**src/rtl/matmul_scheduler.sv**
```systemverilog
// Sequencer for an HxC by CxW single-precision matrix product that time-shares
// one external multiplier and one external adder, accumulating each dot product internally.
module matmul_scheduler #(
    parameter int S   = 32,
    parameter int H   = 2,
    parameter int W   = 2,
    parameter int C   = 2,
    parameter int AW  = 8,
    parameter int TMO = 255
) (
    input  logic          clk,
    input  logic          rst_n,
    input  logic          start,
    output logic          busy,
    output logic          done,
    output logic          err,
    output logic [AW-1:0] a_addr,
    output logic [AW-1:0] b_addr,
    input  logic [S-1:0]  a_data,
    input  logic [S-1:0]  b_data,
    output logic          mul_start,
    output logic [S-1:0]  mul_x,
    output logic [S-1:0]  mul_y,
    input  logic          mul_done,
    input  logic [S-1:0]  mul_result,
    output logic          add_start,
    output logic [S-1:0]  add_x,
    output logic [S-1:0]  add_y,
    input  logic          add_done,
    input  logic [S-1:0]  add_result,
    output logic          o_we,
    output logic [AW-1:0] o_addr,
    output logic [S-1:0]  o_data
);

    localparam int IW = (H > 1) ? $clog2(H) : 1;
    localparam int JW = (W > 1) ? $clog2(W) : 1;
    localparam int KW = (C > 1) ? $clog2(C) : 1;
    localparam int TW = (TMO > 1) ? $clog2(TMO + 1) : 1;

    localparam logic [IW-1:0] I_LAST = IW'(H - 1);
    localparam logic [JW-1:0] J_LAST = JW'(W - 1);
    localparam logic [KW-1:0] K_LAST = KW'(C - 1);
    localparam logic [TW-1:0] T_LAST = TW'(TMO - 1);

    typedef enum logic [3:0] {
        IDLE, FETCH, MUL, MWAIT, ADD, AWAIT, WRITE, DONE, ERR
    } state_t;

    state_t        state_r;
    logic [IW-1:0] i_r;
    logic [JW-1:0] j_r;
    logic [KW-1:0] k_r;
    logic [TW-1:0] wait_r;
    logic [S-1:0]  acc_r;

    logic [IW-1:0] i_nxt_s;
    logic [JW-1:0] j_nxt_s;
    logic [KW-1:0] k_inc_s;
    logic          k_last_s;
    logic          last_elem_s;

    // Row-major linear index: row * stride + col.
    function automatic logic [AW-1:0] lin_idx(input logic [AW-1:0] row,
                                              input logic [AW-1:0] stride,
                                              input logic [AW-1:0] col);
        return row * stride + col;
    endfunction

    // Loop-counter successors for the k step and the j/i element advance.
    always_comb begin
        k_inc_s     = k_r + KW'(1);
        k_last_s    = (k_r == K_LAST);
        last_elem_s = (i_r == I_LAST) && (j_r == J_LAST);
        if (j_r == J_LAST) begin
            j_nxt_s = {JW{1'b0}};
            i_nxt_s = i_r + IW'(1);
        end else begin
            j_nxt_s = j_r + JW'(1);
            i_nxt_s = i_r;
        end
    end

    // Control FSM with all outputs registered; strobes default low every cycle.
    always_ff @(posedge clk) begin
        if (!rst_n) begin
            state_r   <= IDLE;
            i_r       <= {IW{1'b0}};
            j_r       <= {JW{1'b0}};
            k_r       <= {KW{1'b0}};
            wait_r    <= {TW{1'b0}};
            acc_r     <= {S{1'b0}};
            busy      <= 1'b0;
            done      <= 1'b0;
            err       <= 1'b0;
            a_addr    <= {AW{1'b0}};
            b_addr    <= {AW{1'b0}};
            mul_start <= 1'b0;
            mul_x     <= {S{1'b0}};
            mul_y     <= {S{1'b0}};
            add_start <= 1'b0;
            add_x     <= {S{1'b0}};
            add_y     <= {S{1'b0}};
            o_we      <= 1'b0;
            o_addr    <= {AW{1'b0}};
            o_data    <= {S{1'b0}};
        end else begin
            mul_start <= 1'b0;
            add_start <= 1'b0;
            o_we      <= 1'b0;
            done      <= 1'b0;
            case (state_r)
                IDLE, DONE, ERR: begin
                    if (start) begin
                        state_r <= FETCH;
                        busy    <= 1'b1;
                        err     <= 1'b0;
                        i_r     <= {IW{1'b0}};
                        j_r     <= {JW{1'b0}};
                        k_r     <= {KW{1'b0}};
                        acc_r   <= {S{1'b0}};
                        a_addr  <= {AW{1'b0}};
                        b_addr  <= {AW{1'b0}};
                    end
                end
                FETCH: begin
                    mul_x     <= a_data;
                    mul_y     <= b_data;
                    mul_start <= 1'b1;
                    state_r   <= MUL;
                end
                MUL: begin
                    wait_r  <= {TW{1'b0}};
                    state_r <= MWAIT;
                end
                MWAIT: begin
                    if (mul_done) begin
                        if (k_r != {KW{1'b0}}) begin
                            add_x     <= acc_r;
                            add_y     <= mul_result;
                            add_start <= 1'b1;
                            state_r   <= ADD;
                        end else begin
                            // First partial product seeds the accumulator directly.
                            acc_r <= mul_result;
                            if (k_last_s) begin
                                o_we    <= 1'b1;
                                o_addr  <= lin_idx(AW'(i_r), AW'(W), AW'(j_r));
                                o_data  <= mul_result;
                                state_r <= WRITE;
                            end else begin
                                k_r     <= k_inc_s;
                                a_addr  <= lin_idx(AW'(i_r), AW'(C), AW'(k_inc_s));
                                b_addr  <= lin_idx(AW'(k_inc_s), AW'(W), AW'(j_r));
                                state_r <= FETCH;
                            end
                        end
                    end else if (wait_r == T_LAST) begin
                        state_r <= ERR;
                        err     <= 1'b1;
                        busy    <= 1'b0;
                    end else begin
                        wait_r <= wait_r + TW'(1);
                    end
                end
                ADD: begin
                    wait_r  <= {TW{1'b0}};
                    state_r <= AWAIT;
                end
                AWAIT: begin
                    if (add_done) begin
                        acc_r <= add_result;
                        if (k_last_s) begin
                            o_we    <= 1'b1;
                            o_addr  <= lin_idx(AW'(i_r), AW'(W), AW'(j_r));
                            o_data  <= add_result;
                            state_r <= WRITE;
                        end else begin
                            k_r     <= k_inc_s;
                            a_addr  <= lin_idx(AW'(i_r), AW'(C), AW'(k_inc_s));
                            b_addr  <= lin_idx(AW'(k_inc_s), AW'(W), AW'(j_r));
                            state_r <= FETCH;
                        end
                    end else if (wait_r == T_LAST) begin
                        state_r <= ERR;
                        err     <= 1'b1;
                        busy    <= 1'b0;
                    end else begin
                        wait_r <= wait_r + TW'(1);
                    end
                end
                WRITE: begin
                    k_r <= {KW{1'b0}};
                    i_r <= i_nxt_s;
                    j_r <= j_nxt_s;
                    if (last_elem_s) begin
                        state_r <= DONE;
                        done    <= 1'b1;
                        busy    <= 1'b0;
                    end else begin
                        a_addr  <= lin_idx(AW'(i_nxt_s), AW'(C), {AW{1'b0}});
                        b_addr  <= lin_idx({AW{1'b0}}, AW'(W), AW'(j_nxt_s));
                        state_r <= FETCH;
                    end
                end
                default: begin
                    state_r <= IDLE;
                    busy    <= 1'b0;
                end
            endcase
        end
    end

endmodule

```
**config.mk**
```make
export PLATFORM = sky130hd
export DESIGN_NAME = matmul_scheduler
export DESIGN_NICKNAME = d
export VERILOG_FILES = /design/src/rtl/matmul_scheduler.sv
export SDC_FILE = /design/constraint.sdc
export NUM_CORES = 1
export LEC_CHECK = 0
export ABC_AREA = 1
export BUFFER_PORTS_ARGS = -buffer_cell sky130_fd_sc_hd__buf_2
export CAP_MARGIN = 20
export CORE_ASPECT_RATIO = 1.5
export CORE_MARGIN = 3
export CORE_UTILIZATION = 45
export DETAILED_ROUTE_END_ITERATION = 8
export PLACE_DENSITY = 0.74
export SLEW_MARGIN = 40
export SYNTH_ARGS = -nofsm -noshare
export SYNTH_HDL_FRONTEND = slang
export SYNTH_SLANG_ARGS = --single-unit
```
**constraint.sdc**
```tcl
create_clock -name clk -period 2.29 [get_ports clk]
set_clock_uncertainty 0.2 [all_clocks]
set_input_delay 0.1145 -clock clk [delete_from_list [all_inputs] [get_ports clk]]
set_output_delay 0.1145 -clock clk [all_outputs]
set_load 0.03 [all_outputs]
```
==> metrics.yaml, run 1 <==
status:
  status: "finished, final reports clean"
logic_synthesis:
  synthDistinctLibCells: 32
  ys_warn_count: 0
  async_flop_share_pct: 0
  synth_top_family_by_area: "simple AND/OR/NAND/NOR gates"
  syn_area_per_cell_um2: 7.38
  yosysSeqAreaShare_pct: 50.1
  ys.flop_type: "dfxtp_1"
  synthTopCellsByArea: "dfxtp_1 50%, nor2_1 9.9%, nand2_1 8.0%"
  synth_top_area_share_pct: 50.1
  ys_seq_elements: 218
  syn-instance-count: 1182
  synthXorXnorAreaFrac_pct: 0.502
  synth_area_um2: 8720
  yosysMostFrequentCell: "nor2_1"
  netlist_top_cells_count: "229 x nor2_1, 218 x dfxtp_1, 185 x nand2_1, 132 x o21ai_0, 124 x inv_1"
  synth-simple-area-share_pct: 20.9
  synth_edf_count: 0
  synth_top_cell_by_area: "dfxtp_1"
  synth-compound-area-share_pct: 17.0
  synth_mux_area_share_pct: 0
  yosys.area_share.adder_pct: 0.431
route:
  drc: 0
  via_count: 9281
  finalWirelength_mm: 29.8
  firstDrtPassIters: 5
  ant_nets: 0
  drtIter0Drc: 554
  drt-wirelength-per-cell_um: 16.1
  viasPerCell: 5.01
floorplanning:
  core.rowCount: 61
  io_pins: 323
  start_util_pct: 46.4
  die_h_um: 176
  die_x_um: 120
  core_area_um2: 18800
  die_area_um2: 21100
critical_path:
  critPathLaunch: "state_r[3]"
  cp.arrival_ns: 2.34
  end_kind: "register"
  crit_path_end: "wait_r[7]"
  rr_endpoint: "wait_r[7]"
  reg2reg_from: "state_r[3]"
  start_kind: "register"
  crit_path_max_fanout: 22
  r2r_slack_ns: 0.17
  r2r_cells: 8
  worstSetupPathType: "register to register"
  worstPathRequired_ns: 2.52
cts:
  clkTransAtPathRegs_ns: 0.07
  cts_setup_buffers: 0
  clock_path_buffers: 3
  cts.sinks: 218
  cts_buffers: 21
  cts_resized: 0
  insertion_delay_ns: 0.50
  cts_root_buf: "clkbuf_16"
  h-tree-depth: 1
  cts_tree: "done"
  postCtsHoldBufs: 132
global_route:
  grt_max_degree: 127
  grt_pass1_wl_mm: 47.5
  antenna_found_initial: 0
  grt_pass1_vias: 9346
  grt-ovfl-total: 0
  grt_use_total_pct: 27.4
hold_path:
  whs_path_depth: 4
  min_path_type: "primary input to register"
  min_from: "b_data[11]"
placement:
  pre_cts_slack_ns: 0.236
  dp_hpwl_mm: 19.1
  io_buffers: 304
  gp_congestion: 0.895
power_and_ir_drop:
  peakVddDrop_v: 0.000907
  p_leak_nw: 6.17
  p_per_area_nw_per_um2: 1080
  pwr-share-comb_pct: 36.2
  sw_frac_of_total_pct: 39.7
  p_switching_mw: 5.28
  p_int_mw: 8.03
  pwr-share-seq_pct: 38.6
  clock_power_share_pct: 25.2
final_layout:
  antenna_cells: 0
  layout-drive-gt1-share_pct: 23.9
  final_core_util_pct: 65.8
  syn_to_final_growth_pct: 41.7
  nets: 1722
  num-fill-cells: 1544
timing:
  relSlewSlack_pct: 60.8
  slew_viol_final: 0
  fin_crit_sh_pct: 92.5
  max_freq_mhz: 472
  setup_tns_ns: 0
  hold_viol: 0
  timing.final.ws_setup_ns: 0.172
  rsz0062_at_grt: "no"
  worstMarginPinSlew_ns: 0.587
  finalSetupViolations: 0
  min_period_ns: 2.12
  holdWs_ns: 0.172
flow_run:
  maxCapViolations: 0
-- registers in the layout, indices dropped and copies added (netlist names), 2 cells and up --
name / count
add_y: 32
a_addr: 2
mul_x: 32
add_x: 32
o_addr: 2
wait_r: 8
state_r: 4
acc_r: 32
o_data: 32
mul_y: 32
-- cells by family after synthesis --
logic type | after synthesis
and+or+nand+nor | 453
other | 1
buffers and inverters | 219
AOI/OAI and AO/OA | 283
xor gates and xnor gates | 5
adders and majority gates | 3
DFF | 218
-- power groups by stage --
stage,Combinational [mW],Clock [mW],Sequential (mW)
finish,4.82,3.36,5.14
global route,5.31,3.56,5.23
CTS,4.74,3.43,5.09
detailed placement,4.55,0,5.15
global placement,4.49,0,5.13
floorplan,2.34,0,6.11
-- worst max-delay path, stage by stage (launching register included) --
cell	delay, ns
dfxtp_1	0.45
nor2_1	0.13
nand2_4	0.29
nand2_1	0.18
nand2_1	0.18
nor2_4	0.09
nor2_2	0.27
nand2_1	0.09
a21oi_1	0.15
-- worst min path at each step --
stage,slack (ns),endpoint
2_1_floorplan,0.05,mul_x[0]
3_3_place_gp,0.13,mul_x[2]
3_5_place_dp,0.14,mul_y[6]
4_1_cts,0.15,mul_y[19]
5_1_grt,0.18,mul_x[3]
6_report,0.17,mul_y[11]
-- cells in the final DEF (no fill, tap or decap), drive strengths merged --
cell | synthesis | layout
nor3 | 2 | 2
or2 | 1 | 1
o22ai | 32 | 32
o21ai | 134 | 134
o211ai | 1 | 1
nand2 | 192 | 192
clkinvlp | 0 | 1
conb | 1 | 18
nand3b | 2 | 2
nand4 | 8 | 8
xor2 | 4 | 4
xnor2 | 1 | 1
dlygate4sd3 | 0 | 132
a21oi | 115 | 115
clkinv | 0 | 4
buf | 52 | 320
ha | 3 | 3
dfxtp | 218 | 218
nand3 | 10 | 10
clkbuf | 36 | 32
inv | 131 | 132
nor2 | 237 | 237
a21o | 1 | 1
nor3b | 1 | 1
-- per-stage QoR --
step	power (mW)	std cells	instance area, um2
4_1_cts	13.3	1853	12400
5_1_grt	14.1	1853	12400
3_5_place_dp	9.70	1683	10400
2_1_floorplan	8.46	1199	8780
6_report	13.3	1853	12400
3_3_place_gp	9.62	1683	10400
-- per-layer routing --
| layer | vias to the layer above | share of wire [%] | global-route usage (%) |
|---|---|---|---|
| met4 | 0 | 4.8 | 12.9 |
| met5 | - | 0 | 0 |
| met1 | 4210 | 37 | 30.9 |
| li1 | 4515 | - | - |
| met3 | 106 | 8.0 | 6.15 |
| met2 | 450 | 50 | 49.0 |
-- final cells by class --
class                      instances  area, um2  share of cell area [%]
sequential                       218       4360                    35.3
multi-input combinational        762       3470                    28.1
timing repair buffer             452       3050                    24.7
clock buffer                      32        627                    5.07
inverter                         131        492                    3.98
tap                              252        315                    2.55
clock inverter                     6       36.3                   0.294
No activity file was read; power rests on OpenSTA's default activity.
==> inputs of run 2 (changes only) <==
CORE_MARGIN = default   (was 3)
==> run 2 against run 1 <==
Effect of this change:
- sequential share of layout area is 0.24 points lower
- clock power is 3% higher
- routed wire length hardly changed
- sequential cell count unchanged
- power is 1.2% higher
- register-to-register slack is essentially flat
- critical path type unchanged
- first-iteration DRC count grew 5.4%
- final cell count up 0.27%
- worst setup slack better by 0.0012 ns
- utilization fell by 0.57 points
- design area increased by 0.76%
- combinational power increased by 1%
==> metrics.yaml, run 2 (synthesized netlist as in run 1, its figures left out) <==
critical_path:
  r2r_cells: 9  # was 8
  start_kind: "register"  # unchanged
  rr_endpoint: "add_y[25]"  # was wait_r[7]
  crit_chain: "nand2_1 -> inv_2 -> nand2_4 -> nor2_2 -> nand2_2 -> inv_4 -> o21ai_0 -> a21oi_1 -> dlygate4sd3_1"  # was nor2_1 -> nand2_4 -> nand2_1 -> nand2_1 -> nor2_4 -> nor2_2 -> nand2_1 -> a21oi_1
  end_kind: "register"  # unchanged
  critPathLaunch: "state_r[0]"  # was state_r[3]
  worstPathRequired_ns: 2.54  # was 2.52 ns
  slowest_delay_ns: 0.56  # was 0.45 ns
  r2r_slack_ns: 0.17  # about the same
  crit_path_end: "add_y[25]"  # was wait_r[7]
  crit_slowest_cell: "dlygate4sd3_1"  # was dfxtp_1
  crit_path_max_fanout: 12  # was 22
  reg2reg_from: "state_r[0]"  # was state_r[3]
  worstSetupPathType: "register to register"  # unchanged
  cp.arrival_ns: 2.36  # was 2.34 ns
cts:
  cts_tree: "done"  # unchanged
  cts.sinks: 218  # unchanged
  cts_root_buf: "clkbuf_16"  # unchanged
  insertion_delay_ns: 0.50  # about the same
  clock_path_buffers: 3  # unchanged
  cts_buffers: 21  # unchanged
  cts_setup_buffers: 0  # unchanged
  clkTransAtPathRegs_ns: 0.07  # about the same
  h-tree-depth: 1  # unchanged
timing:
  rsz0062_at_grt: "no"  # unchanged
  hold_viol: 0  # unchanged
  fin_crit_sh_pct: 92.4  # was 92.5%
  setup_tns_ns: 0  # unchanged
  worstMarginPinSlew_ns: 0.538  # was 0.587 ns
  max_freq_mhz: 472  # about the same
  finalSetupViolations: 0  # unchanged
  relSlewSlack_pct: 64.2  # was 60.8%
  min_period_ns: 2.12  # about the same
  slew_viol_final: 0  # unchanged
hold_path:
  min_path_type: "primary input to register"  # unchanged
global_route:
  antenna_found_initial: 0  # unchanged
  grt_pass1_wl_mm: 45.3  # was 47.5 mm
  grt-ovfl-total: 0  # unchanged
  grt_pass1_vias: 9015  # was 9346
  grt_max_degree: 143  # was 127
  grt_use_total_pct: 28.9  # was 27.4%
final_layout:
  syn_to_final_growth_pct: 42.8  # was 41.7%
  layout_common_cells: "303 x buf_2, 227 x nor2_1, 215 x dfxtp_1"  # was 303 x buf_2, 228 x nor2_1, 218 x dfxtp_1
  final_common_cell: "buf_2"  # unchanged
  fin_cells: 1858  # was 1853
  nets: 1725  # was 1722
  layout-drive-gt1-share_pct: 23.9  # about the same
  finish.instance_area_um2: 12400  # about the same
  num-fill-cells: 1574  # was 1544
  antenna_cells: 0  # unchanged
placement:
  io_buffers: 304  # unchanged
  placed_cells: 1685  # was 1683
  place_area_um2: 10400  # about the same
  gp_congestion: 0.910  # was 0.895
  dp_hpwl_mm: 18.8  # was 19.1 mm
power_and_ir_drop:
  total_power_mw: 13.5  # was 13.3 mW
  peakVddDrop_v: 0.000929  # was 0.000907 V
  p_leak_nw: 6.22  # was 6.17 nW
  p_per_area_nw_per_um2: 1080  # about the same
route:
  viasPerCell: 5.03  # was 5.01
  drtIter0Drc: 584  # was 554
  via_count: 9343  # was 9281
  finalWirelength_mm: 29.9  # was 29.8 mm
  firstDrtPassIters: 5  # unchanged
  drc: 0  # unchanged
  ant_nets: 0  # unchanged
  drt-wirelength-per-cell_um: 16.1  # about the same
floorplanning:
  die_h_um: 172  # was 176 um
  die_x_um: 116  # was 120 um
  start_util_pct: 45.7  # was 46.4%
  core_area_um2: 19100  # was 18800 um2
  die_area_um2: 19900  # was 21100 um2
  core.rowCount: 62  # was 61
  io_pins: 323  # unchanged
flow_run:
  maxCapViolations: 0  # unchanged
status:
  status: "finished, final reports clean"  # unchanged
## run 2: cell types whose count changed in the layout (fill, tap and decap cells not counted), moves of 3 or more
cell / change
dlygate4sd3_1: +5
buf_4: -4
dfxtp_1: -3
dfxtp_2: +3
## run 2: repair_timing
| item | CTS | global route |
|---|---|---|
| hold buffers | 137 | 0 |
| gates resized for setup | 0 | 7 |
| endpoints found under the setup margin | 0 | 8 |
| endpoints found under the hold margin | 169 | 0 |
## run 2: how the worst min path moves through the flow
| stage | startpoint | endpoint | cells past startpoint |
|---|---|---|---|
| 3_5_place_dp | a_data[13] | mul_x[13] | 3 |
| 4_1_cts | a_data[10] | mul_x[10] | 4 |
| 3_3_place_gp | a_data[6] | mul_x[6] | 3 |
| 5_1_grt | a_data[10] | mul_x[10] | 4 |
| 6_report | a_data[21] | mul_x[21] | 4 |
| 2_1_floorplan | a_data[0] | mul_x[0] | 2 |
## run 2: area by class of cell
class / instances / area [um2] / share of cell area, %
flip-flops and latches: 218 / 4370 / 35.1
well taps: 256 / 320 / 2.57
clock inverters: 5 / 52.6 / 0.422
repair buffers: 455 / 3120 / 25.1
multi-input cells: 762 / 3470 / 27.9
inverters: 131 / 494 / 3.97
clock buffers: 31 / 623 / 5.01
## run 2: power by group
part,switching (mW),internal (mW),total (mW),leakage (nW)
registers,0.482,4.65,5.14,1.78
clock network,1.48,1.99,3.47,0.333
logic,3.35,1.52,4.87,4.11
total,5.31,8.16,13.5,6.22
## run 2: metrics by stage
stage	utilization, %	hold WS, ns	worst slack (ns)
floorplan	-	0.0494	0.575
CTS	65.1	0.158	0.0205
global placement	54.4	0.135	0.185
finish	65.2	0.169	0.173
global route	65.2	0.177	0.0273
detailed placement	54.4	0.140	0.220
## run 2: critical path, delay by kind of cell, from the launching register on
kind | cells | cell delay, ns
buffers and inverters | 3 | 0.83
DFF | 1 | 0.39
and+or+nand+nor | 4 | 0.39
AOI/OAI and AO/OA | 2 | 0.25
## run 2: per-layer routing
metal	part of all wire (%)	routed length, um	vias up	global-route usage [%]
met4	4.0	1190	0	11.9
met1	40	12000	4266	34.3
met5	0	0	-	0
li1	-	-	4523	-
met3	6.9	2070	107	4.87
met2	49	14600	447	51.0
==> inputs of run 3 (changes only) <==
ABC_AREA = 0   (was 1)
==> run 3 against run 2 <==
Effect of this change:
- die area up 1.7%
- final cell count down 8.1%
- synthesized cell count down 13%
- global-route usage down 2.4 points
- critical path depth down 2
- clock power up 6.1%
- combinational power down 56%
- register-to-register slack better by 0.03 ns
- largest cell class unchanged
- largest power group unchanged
- highest routed layer unchanged
==> metrics.yaml, run 3 <==
status:
  status: "finished, final reports clean"  # unchanged
floorplanning:
  die_area_um2: 20300  # was 19900 um2
  core_area_um2: 19200  # was 19100 um2
  core.rowCount: 62  # unchanged
  io_pins: 323  # unchanged
  die_x_um: 117  # was 116 um
  die_h_um: 174  # was 172 um
  start_util_pct: 46.1  # was 45.7%
cts:
  clkTransAtPathRegs_ns: 0.06  # was 0.07 ns
  insertion_delay_ns: 0.51  # was 0.50 ns
  cts_buffers: 21  # unchanged
  cts_root_buf: "clkbuf_16"  # unchanged
  cts_setup_buffers: 0  # unchanged
  h-tree-depth: 1  # unchanged
  cts.sinks: 218  # unchanged
  cts_tree: "done"  # unchanged
  clock_path_buffers: 3  # unchanged
route:
  drc: 0  # unchanged
  finalWirelength_mm: 27.7  # was 29.9 mm
  ant_nets: 0  # unchanged
  firstDrtPassIters: 5  # unchanged
  drt-wirelength-per-cell_um: 16.2  # was 16.1 um
  drtIter0Drc: 546  # was 584
  viasPerCell: 5.13  # was 5.03
  via_count: 8749  # was 9343
timing:
  min_period_ns: 2.08  # was 2.12 ns
  hold_viol: 0  # unchanged
  fin_crit_sh_pct: 91.0  # was 92.4%
  setup_tns_ns: 0  # unchanged
  finalSetupViolations: 0  # unchanged
  max_freq_mhz: 480  # was 472 MHz
  slew_viol_final: 0  # unchanged
  timing.final.ws_setup_ns: 0.207  # was 0.173 ns
  rsz0062_at_grt: "no"  # unchanged
logic_synthesis:
  async_flop_share_pct: 0  # unchanged
  yosysSeqAreaShare_pct: 49.2  # was 50.1%
  synth_top_cell_by_area: "dfxtp_1"  # unchanged
  ys_seq_elements: 218  # unchanged
  synth_area_um2: 8870  # was 8720 um2
  netlist_top_cells_count: "369 x nand2_1, 218 x dfxtp_1, 161 x a21boi_1, 44 x clkbuf_1"  # was 229 x nor2_1, 218 x dfxtp_1, 185 x nand2_1, 132 x o21ai_0, 124 x inv_1
  synth_edf_count: 0  # unchanged
  syn-instance-count: 1030  # was 1182
  syn_area_per_cell_um2: 8.61  # was 7.38 um2
  yosysMostFrequentCell: "nand2_1"  # was nor2_1
  ys_warn_count: 0  # unchanged
  synth_top_area_share_pct: 49.2  # was 50.1%
  synthDistinctLibCells: 54  # was 32
  ys.flop_type: "dfxtp_1"  # unchanged
  synthTopCellsByArea: "dfxtp_1 49%, nand2_1 16%, a21boi_1 14%"  # was dfxtp_1 50%, nor2_1 9.9%, nand2_1 8.0%
placement:
  placed_cells: 1539  # was 1685
  pre_cts_slack_ns: 0.174  # was 0.220 ns
  io_buffers: 304  # unchanged
  gp_congestion: 0.884  # was 0.910
  dp_hpwl_mm: 17.1  # was 18.8 mm
final_layout:
  final_core_util_pct: 66.0  # was 65.2%
  fin_cells: 1707  # was 1858
  layout-drive-gt1-share_pct: 26.7  # was 23.9%
  layout_common_cells: "368 x nand2_1, 303 x buf_2, 217 x dfxtp_1"  # was 303 x buf_2, 227 x nor2_1, 215 x dfxtp_1
  nets: 1573  # was 1725
  antenna_cells: 0  # unchanged
  final_common_cell: "nand2_1"  # was buf_2
  syn_to_final_growth_pct: 43.2  # was 42.8%
critical_path:
  start_kind: "register"  # unchanged
  reg2reg_from: "state_r[2]"  # was state_r[0]
  critPathMostFrequentCell: "buf_4"
  crit_path_max_fanout: 34  # was 12
  crit_chain: "buf_4 -> nor4bb_4 -> buf_4 -> and3_2 -> buf_12 -> nand2_1 -> a21boi_1"  # was nand2_1 -> inv_2 -> nand2_4 -> nor2_2 -> nand2_2 -> inv_4 -> o21ai_0 -> a21oi_1 -> dlygate4sd3_1
  worstPathRequired_ns: 2.50  # was 2.54 ns
  crit_slowest_cell: "dfxtp_1"  # was dlygate4sd3_1
  critPathLaunch: "state_r[2]"  # was state_r[0]
  cp.arrival_ns: 2.30  # was 2.36 ns
  slowest_delay_ns: 0.38  # was 0.56 ns
  end_kind: "register"  # unchanged
  worstSetupPathType: "register to register"  # unchanged
global_route:
  grt_pass1_wl_mm: 42.5  # was 45.3 mm
  grt_max_degree: 86  # was 143
  grt_use_total_pct: 26.5  # was 28.9%
  grt-ovfl-total: 0  # unchanged
  grt_pass1_vias: 8654  # was 9015
  antenna_found_initial: 0  # unchanged
power_and_ir_drop:
  p_per_area_nw_per_um2: 800  # was 1080 nW/um2
  p_leak_nw: 5.80  # was 6.22 nW
  peakVddDrop_v: 0.000712  # was 0.000929 V
hold_path:
  min_path_type: "primary input to register"  # unchanged
  min_from: "mul_done"  # was a_data[21]
flow_run:
  maxCapViolations: 0  # unchanged
-- run 3: changes by cell type in the layout (fill, tap and decap cells not counted), moves of 14 or more --
cell / delta
a21boi_1: +161
a21oi_1: -110
a22oi_1: +33
buf_4: +14
inv_1: -118
nand2_1: +183
nor2_1: -213
o211a_1: +33
o21ai_0: -128
o22ai_1: -31
-- run 3: final cells by class --
cell class              instances  area [um2]
clock inverters                 7         114
fillers                      1480        6540
clock buffers                  30         619
flip-flops and latches        218        4370
inverters                       5        18.8
multi-input cells             727        4080
well taps                     256         320
repair buffers                464        3180
-- run 3: metrics by stage --
step	instance area (um2)	hold slack [ns]	power, mW
6_report	12700	0.0407	10.2
5_1_grt	12700	0.0728	10.6
4_1_cts	12700	0.0296	10.2
3_5_place_dp	10600	0.159	6.34
3_3_place_gp	10600	0.155	6.30
2_1_floorplan	8930	0.0494	5.75
-- run 3: final timing paths --
path	cells after the start	slack, ns	end
min reg2reg	2	0.22	add_x[14]
max	7	0.21	add_y[16]
max reg2reg	7	0.21	add_y[16]
min	4	0.04	k_last_s
-- run 3: repair_timing --
| action | 4_1_cts | 5_1_grt |
|---|---|---|
| setup endpoints to repair | 0 | 9 |
| hold buffers | 131 | 0 |
| endpoints found under the hold margin | 179 | 0 |
| gates resized for setup | 0 | 2 |
-- run 3: where the power goes --
part	switching (mW)	internal, mW
Clock	1.47	2.22
Sequential	0.190	4.12
Combinational	1.30	0.859
-- run 3: cells by family (layout without fill, tap and decap cells) --
| family | count (synthesis) | in the layout | share of synthesized area, % |
|---|---|---|---|
| AOI/OAI and AO/OA | 266 | 266 | 23.3 |
| xor gates and xnor gates | 8 | 8 | 0.790 |
| adders and majority gates | 3 | 3 | 0.423 |
| buffers and inverters | 102 | 506 | 5.91 |
| DFF | 218 | 218 | 49.2 |
| muxes | 2 | 2 | 0.226 |
| other | 1 | 18 | 0.0423 |
| and+or+nand+nor | 430 | 430 | 20.1 |
-- run 3: critical path, delay by kind of cell, from the launching register on --
family          cells  cell delay (ns)
simple gates        3             0.66
buf+inv             3             0.62
flops               1             0.38
compound gates      1             0.15
-- run 3: routing by layer --
layer,up-vias,GRT usage (%),share of wire (%)
met5,-,0,0
met4,0,16.0,6.0
met3,103,5.96,7.2
met2,357,48.7,50
met1,4085,26.1,36
li1,4204,-,-
